## config.mk

```make
export PLATFORM = sky130hd
export DESIGN_NAME = sonar_ping_sequencer
export DESIGN_NICKNAME = d
export VERILOG_FILES = /design/src/rtl/sonar_pkg.sv /design/src/rtl/sonar_tick_counter.sv /design/src/rtl/sonar_ping_sequencer.sv
export SDC_FILE = /design/constraint.sdc
export NUM_CORES = 1
export LEC_CHECK = 0
export ABC_AREA = 0
export CAP_MARGIN = 10
export CELL_PAD_IN_SITES_DETAIL_PLACEMENT = 0
export CELL_PAD_IN_SITES_GLOBAL_PLACEMENT = 1
export CORE_MARGIN = 2
export CORE_UTILIZATION = 41
export CTS_CLUSTER_DIAMETER = 60
export DETAILED_ROUTE_END_ITERATION = 7
export GPL_ROUTABILITY_DRIVEN = 0
export GPL_TIMING_DRIVEN = 1
export PLACE_DENSITY = 0.83
export SETUP_SLACK_MARGIN = 0.2
export SYNTH_ARGS = -nofsm -noshare
export SYNTH_HDL_FRONTEND = slang
export SYNTH_SLANG_ARGS = --single-unit
export TNS_END_PERCENT = 20
```

## constraint.sdc

```tcl
create_clock -name clk -period 4.7 [get_ports clk]
set_input_delay 1.175 -clock clk [delete_from_list [all_inputs] [get_ports clk]]
set_output_delay 1.175 -clock clk [all_outputs]
set_load 0.03 [all_outputs]
```

## src/rtl/sonar_pkg.sv

```systemverilog
`default_nettype none
// ============================================================================
//  Module      : sonar_pkg
//  Description : Shared definitions for the sonar ping sequencer: bus width,
//                time-of-flight timeout code and FSM state encodings.
//  Revision    : 1.0 - initial release
// ============================================================================
package sonar_pkg;

  localparam int BUS_WIDTH = 16;

  // Reported as tof when the listen window closes without an echo.
  localparam logic [BUS_WIDTH-1:0] TOF_TIMEOUT = '1;

  // Encodings exposed through state_o to the status register.
  localparam logic [2:0] ST_IDLE   = 3'd0;
  localparam logic [2:0] ST_CLEAR  = 3'd1;
  localparam logic [2:0] ST_TX     = 3'd2;
  localparam logic [2:0] ST_BLANK  = 3'd3;
  localparam logic [2:0] ST_LISTEN = 3'd4;
  localparam logic [2:0] ST_DONE   = 3'd5;

  typedef enum logic [2:0] {
    S_IDLE   = ST_IDLE,
    S_CLEAR  = ST_CLEAR,
    S_TX     = ST_TX,
    S_BLANK  = ST_BLANK,
    S_LISTEN = ST_LISTEN,
    S_DONE   = ST_DONE
  } state_t;

endpackage
`default_nettype wire

```

## src/rtl/sonar_tick_counter.sv

```systemverilog
`default_nettype none
// ============================================================================
//  Module      : sonar_tick_counter
//  Description : Clearable, enabled up-counter with a terminal-value compare.
//                With SATURATE set the count sticks at all-ones instead of
//                wrapping.
//  Ports       : clk, rst       - clock, synchronous active-high reset
//                clear          - zero the count (wins over enable)
//                enable         - advance by one
//                terminal       - value compared against the count
//                count          - current count
//                at_terminal    - count equals terminal
//  Revision    : 1.0 - initial release
// ============================================================================
module sonar_tick_counter #(
  parameter int WIDTH    = 16,
  parameter bit SATURATE = 1'b0
) (
  input  logic             clk,
  input  logic             rst,
  input  logic             clear,
  input  logic             enable,
  input  logic [WIDTH-1:0] terminal,
  output logic [WIDTH-1:0] count,
  output logic             at_terminal
);

  logic [WIDTH-1:0] r_count;
  logic             w_hold;

  generate
    if (SATURATE) begin : g_saturate
      assign w_hold = &r_count;
    end else begin : g_wrap
      assign w_hold = 1'b0;
    end
  endgenerate

  always_ff @(posedge clk) begin
    if (rst) begin
      r_count <= '0;
    end else if (clear) begin
      r_count <= '0;
    end else if (enable && !w_hold) begin
      r_count <= r_count + WIDTH'(1);
    end
  end

  assign count       = r_count;
  assign at_terminal = (r_count == terminal);

endmodule
`default_nettype wire

```

## src/rtl/sonar_ping_sequencer.sv

```systemverilog
`default_nettype none
// ============================================================================
//  Module      : sonar_ping_sequencer
//  Description : Runs one sonar ping: clear detector, transmit burst, blank
//                ring-down, listen for an echo, then report time-of-flight.
//                All phase lengths are counted in PCM sample ticks.
//  Ports       : clk, rst              - clock, synchronous active-high reset
//                ce_pcm                - PCM sample tick
//                start, abort          - launch / cancel a ping
//                cfg_burst/blank/window- phase lengths in ticks
//                cmp_i                 - latched detector compare output
//                tx_en, mclear_o       - transducer enable, detector clear
//                listen_o, busy, done  - window open, active, completion pulse
//                hit, tof              - echo flag and time-of-flight
//                state_o               - current state encoding
//  Revision    : 1.0 - initial release
// ============================================================================
module sonar_ping_sequencer
  import sonar_pkg::*;
#(
  parameter int BUS_WIDTH = sonar_pkg::BUS_WIDTH
) (
  input  logic                 clk,
  input  logic                 rst,
  input  logic                 ce_pcm,
  input  logic                 start,
  input  logic                 abort,
  input  logic [BUS_WIDTH-1:0] cfg_burst,
  input  logic [BUS_WIDTH-1:0] cfg_blank,
  input  logic [BUS_WIDTH-1:0] cfg_window,
  input  logic                 cmp_i,
  output logic                 tx_en,
  output logic                 mclear_o,
  output logic                 listen_o,
  output logic                 busy,
  output logic                 done,
  output logic                 hit,
  output logic [BUS_WIDTH-1:0] tof,
  output logic [2:0]           state_o
);

  state_t               r_state;
  state_t               w_state_next;

  logic [BUS_WIDTH-1:0] r_burst;
  logic [BUS_WIDTH-1:0] r_blank;
  logic [BUS_WIDTH-1:0] r_window;
  logic [BUS_WIDTH-1:0] r_tof;
  logic                 r_hit;

  logic                 w_capture;
  logic                 w_result_load;
  logic                 w_result_hit;
  logic [BUS_WIDTH-1:0] w_result_tof;

  logic [BUS_WIDTH-1:0] w_phase_len;
  logic [BUS_WIDTH-1:0] w_phase_last;
  logic                 w_phase_at_last;
  logic                 w_phase_clear;
  logic                 w_timed_enable;
  logic [BUS_WIDTH-1:0] w_phase_count_unused;
  logic [BUS_WIDTH-1:0] w_elapsed;
  logic                 w_elapsed_max_unused;

  // The phase counter restarts at zero on every state change, so each timed
  // state measures its own length against its own shadowed configuration.
  always_comb begin
    w_phase_len = r_window;
    case (r_state)
      S_TX:    w_phase_len = r_burst;
      S_BLANK: w_phase_len = r_blank;
      default: w_phase_len = r_window;
    endcase
  end

  assign w_phase_last   = w_phase_len - BUS_WIDTH'(1);
  assign w_timed_enable = ce_pcm &&
                          ((r_state == S_TX) || (r_state == S_BLANK) ||
                           (r_state == S_LISTEN));
  assign w_phase_clear  = (w_state_next != r_state);

  sonar_tick_counter #(
    .WIDTH    (BUS_WIDTH),
    .SATURATE (1'b0)
  ) u_phase_cnt (
    .clk         (clk),
    .rst         (rst),
    .clear       (w_phase_clear),
    .enable      (w_timed_enable),
    .terminal    (w_phase_last),
    .count       (w_phase_count_unused),
    .at_terminal (w_phase_at_last)
  );

  // Elapsed time from burst start; sticks at all-ones for very long pings.
  sonar_tick_counter #(
    .WIDTH    (BUS_WIDTH),
    .SATURATE (1'b1)
  ) u_elapsed_cnt (
    .clk         (clk),
    .rst         (rst),
    .clear       (r_state == S_CLEAR),
    .enable      (w_timed_enable),
    .terminal    ({BUS_WIDTH{1'b1}}),
    .count       (w_elapsed),
    .at_terminal (w_elapsed_max_unused)
  );

  always_ff @(posedge clk) begin
    if (rst) begin
      r_state <= S_IDLE;
    end else begin
      r_state <= w_state_next;
    end
  end

  always_comb begin
    w_state_next  = r_state;
    w_capture     = 1'b0;
    w_result_load = 1'b0;
    w_result_hit  = 1'b0;
    w_result_tof  = TOF_TIMEOUT;

    case (r_state)
      S_IDLE: begin
        if (start) begin
          w_state_next = S_CLEAR;
          w_capture    = 1'b1;
        end
      end
      S_CLEAR: begin
        if (r_burst != '0) begin
          w_state_next = S_TX;
        end else if (r_blank != '0) begin
          w_state_next = S_BLANK;
        end else begin
          w_state_next = S_LISTEN;
        end
      end
      S_TX: begin
        if (ce_pcm && w_phase_at_last) begin
          w_state_next = (r_blank != '0) ? S_BLANK : S_LISTEN;
        end
      end
      S_BLANK: begin
        if (ce_pcm && w_phase_at_last) begin
          w_state_next = S_LISTEN;
        end
      end
      S_LISTEN: begin
        // Echo is sampled every clock and beats a coincident window expiry.
        if (cmp_i) begin
          w_state_next  = S_DONE;
          w_result_load = 1'b1;
          w_result_hit  = 1'b1;
          w_result_tof  = w_elapsed;
        end else if ((r_window == '0) || (ce_pcm && w_phase_at_last)) begin
          w_state_next  = S_DONE;
          w_result_load = 1'b1;
        end
      end
      S_DONE: begin
        w_state_next = S_IDLE;
      end
      default: begin
        w_state_next = S_IDLE;
      end
    endcase

    // Abort drops the ping without touching the previous result.
    if (abort) begin
      w_state_next  = S_IDLE;
      w_capture     = 1'b0;
      w_result_load = 1'b0;
    end

    tx_en    = (r_state == S_TX);
    mclear_o = (r_state == S_CLEAR) || (r_state == S_BLANK);
    listen_o = (r_state == S_LISTEN);
    done     = (r_state == S_DONE);
    busy     = (r_state != S_IDLE);
    state_o  = r_state;
  end

  always_ff @(posedge clk) begin
    if (rst) begin
      r_burst  <= '0;
      r_blank  <= '0;
      r_window <= '0;
      r_tof    <= '0;
      r_hit    <= 1'b0;
    end else begin
      if (w_capture) begin
        r_burst  <= cfg_burst;
        r_blank  <= cfg_blank;
        r_window <= cfg_window;
      end
      if (w_result_load) begin
        r_tof <= w_result_tof;
        r_hit <= w_result_hit;
      end
    end
  end

  assign tof = r_tof;
  assign hit = r_hit;

endmodule
`default_nettype wire
```

==> impl_metrics.ini <==
[outcome]
status = complete, no violations

[hold_path]
hold-path-cell-count = 2
min_path_type = flip-flop to flip-flop
min_from = tof[4]
min_to = tof[4]

[cells_and_area]
design_area_sq_um = 6460
area_growth_pct = 22.6
fillCellCount = 1208
fin_nets = 746
antenna_cells = 0
layout_common_cells = nand2_1 (121), dfxtp_1 (100), clkdlybuf4s50_1 (77)
layout-drive-gt1-share_pct = 10.8
final_common_cell = nand2_1
stdcell_count = 866

[logic_synthesis]
synth_edf_count = 0
async_flop_share_pct = 0
seq_area_frac_synth_pct = 38.0
yosys_most_used_dff = dfxtp_1
yosys_register_bits = 100
synth_area_sq_um = 5270
syn_nets = 686
yosys.cell_types.count = 61
ys.warnings.count = 0
synth.avg_cell_area_sq_um = 8.38
netlist_instances = 629

[floorplanning]
design.core.area_sq_um = 12600
die_h_microns = 117
die-area_sq_um = 13800
start_util_pct = 42.0
io_pins = 79
num_rows = 41
fp.dieW_microns = 117

[grt]
grt_max_degree = 68
grt_pass1_vias = 4560
grtUsageTotal_pct = 20.3
antenna_found_initial = 0
grt_first_pass_wirelength_microns = 22900
grt_remaining_overflow = 0

[route]
vias = 4652
drc = 0
detail_route.wl_per_cell_microns = 15.7
dr.pass1.iters = 5
ant_nets = 0
totalWireLength_microns = 13600
vias_per_cell = 5.37
drtIter0Drc = 330

[cts]
clkSinkCount = 100
clk_latency_ns = 0.36
cts_buffers = 9
clk_transition_reported_paths_ns = 0.07
cts.root.buffer_cell = clkbuf_16
holdBufCountCts = 0
post_cts_resized = 0
post_cts_buffers = 0
cts_htree_levels = 3
cts_tree = built
clock_path_buffers = 2

[setup_path]
timing.rr.end = tof[0]
r2r-start = state_o[1]
cp.required_ns = 4.91
path_max_fanout = 16
cp-end-kind = flip-flop
r2r_slack_ns = 0.55
path_class = flip-flop to flip-flop
arrival_ns = 4.35
worstSetupStartpointType = flip-flop
reg2regPathDepth = 13

[power]
intPower_uw = 1420
seqPwrFrac_pct = 46.1
power_density_nw_per_um2 = 301
peakVddDrop_mv = 0.201
combPwrFrac_pct = 16.1
p_clk_share_pct = 37.9
p_leak_uw = 0.00229
switching_share_pct = 26.9
p_sw_uw = 522

[placed_design]
hpwl_microns = 10100
dp.cells = 850
dp_slack_ns = 0.566
postPlaceCellArea_sq_um = 6160
io_buffers = 78

[sta]
setup_viol = 0
hold_viol = 0
slew_headroom_pct = 36.7
period_minus_slack_ns = 4.15
fmax_mhz = 241
worstMarginPinSlew_ns = 0.949
holdWs_ns = 0.458
clock-skew-final_ns = 0.00649
slew_viol_final = 0
finalCritPeriodShare_pct = 88.2
worst_slack_ns = 0.554
setup_tns_ns = 0
rsz0062_at_grt = true

[job]
cap_viol_max_count = 0
==> worst max-delay path by stage <==
stage | startpoint | endpoint | slack [ns] | cells after the start
2_1_floorplan | state_o[0] | u_phase_cnt.count[0] | 0.86 | 15
3_3_place_gp | state_o[1] | u_phase_cnt.count[1] | 0.81 | 13
3_5_place_dp | state_o[1] | u_phase_cnt.count[1] | 0.57 | 13
4_1_cts | state_o[1] | u_phase_cnt.count[1] | 0.55 | 13
5_1_grt | state_o[1] | tof[2] | 0.18 | 13
6_report | state_o[1] | tof[0] | 0.55 | 13
==> sequential cells by signal (all words and copies together), names as in the netlist <==
register             count
r_blank                 16
u_phase_cnt.count       16
state_o                  3
r_window                16
r_burst                 16
tof                     16
u_elapsed_cnt.count     16
hit                      1
==> per-layer routing <==
metal,global-route usage [%],vias to the layer above,part of all wire (%)
met2,33.6,125,47
met5,0,-,0
met1,26.1,2187,46
met4,8.06,0,2.3
li1,-,2317,-
met3,3.89,23,4.7
==> critical path, cell delays in order, from the launching register on <==
cell       delay [ns]
dfxtp_1          0.59
nor2b_2          0.24
buf_4            0.22
mux2i_1          0.38
ha_1             0.41
and3_1           0.23
a41oi_1          0.07
nor3_1           0.34
xnor2_1          0.14
o21ai_1          0.23
a2111oi_4        0.07
buf_4            0.18
o21ai_2          0.70
a211oi_1         0.17
==> cell type report <==
class                      instances  area [sq um]  share of cell area [%]
multi-input combinational        469          3040                    47.0
sequential                       100          2000                    31.0
timing repair buffer              86           836                    12.9
clock buffer                      12           236                    3.66
tap                              172           215                    3.33
inverter                          23          86.3                    1.34
clock inverter                     4          50.0                   0.774
==> cells in the mapped netlist, types with 4 or more instances <==
library cell | count | area share (%)
nor3_1 | 12 | 1.1
nand3_1 | 17 | 1.6
mux2i_1 | 15 | 2.8
a211oi_1 | 6 | 0.85
nor4_2 | 10 | 2.4
dfxtp_1 | 100 | 38
nand2_1 | 121 | 8.6
xor2_1 | 30 | 5.0
nor2b_1 | 4 | 0.47
clkbuf_1 | 25 | 1.8
nor4_1 | 20 | 2.4
o21ai_0 | 6 | 0.57
nand4_1 | 10 | 1.2
xnor2_1 | 23 | 3.8
buf_2 | 4 | 0.38
mux2_2 | 17 | 3.6
mux2i_2 | 4 | 1.0
a21oi_1 | 56 | 5.3
inv_1 | 23 | 1.6
nor2_1 | 46 | 3.3
a211oi_2 | 10 | 2.4
and3_1 | 9 | 1.1
and4_1 | 4 | 0.66
==> through the flow <==
step | util [%] | total power (uW)
6_report | 51.4 | 1940
5_1_grt | 51.4 | 2030
4_1_cts | 51.3 | 1960
3_5_place_dp | 49.0 | 1220
3_3_place_gp | 49.0 | 1220
2_1_floorplan | - | 1110
==> kinds of logic after synthesis <==
kind of cell / Yosys count / share of synthesized area [%]
and+or+nand+nor: 265 / 24.4
AOI/OAI and AO/OA: 108 / 14.5
DFF: 100 / 38.0
buffers and inverters: 60 / 4.93
xor gates and xnor gates: 53 / 8.80
muxes: 40 / 8.66
adders and majority gates: 3 / 0.712
==> power by group through the flow <==
stage | registers, uW | logic, uW | clock network (uW)
detailed placement | 914 | 308 | 0
CTS | 895 | 310 | 753
finish | 895 | 312 | 736
global route | 898 | 343 | 785
global placement | 913 | 303 | 0
floorplan | 910 | 204 | 0
Power figures use the tool's default switching activity.
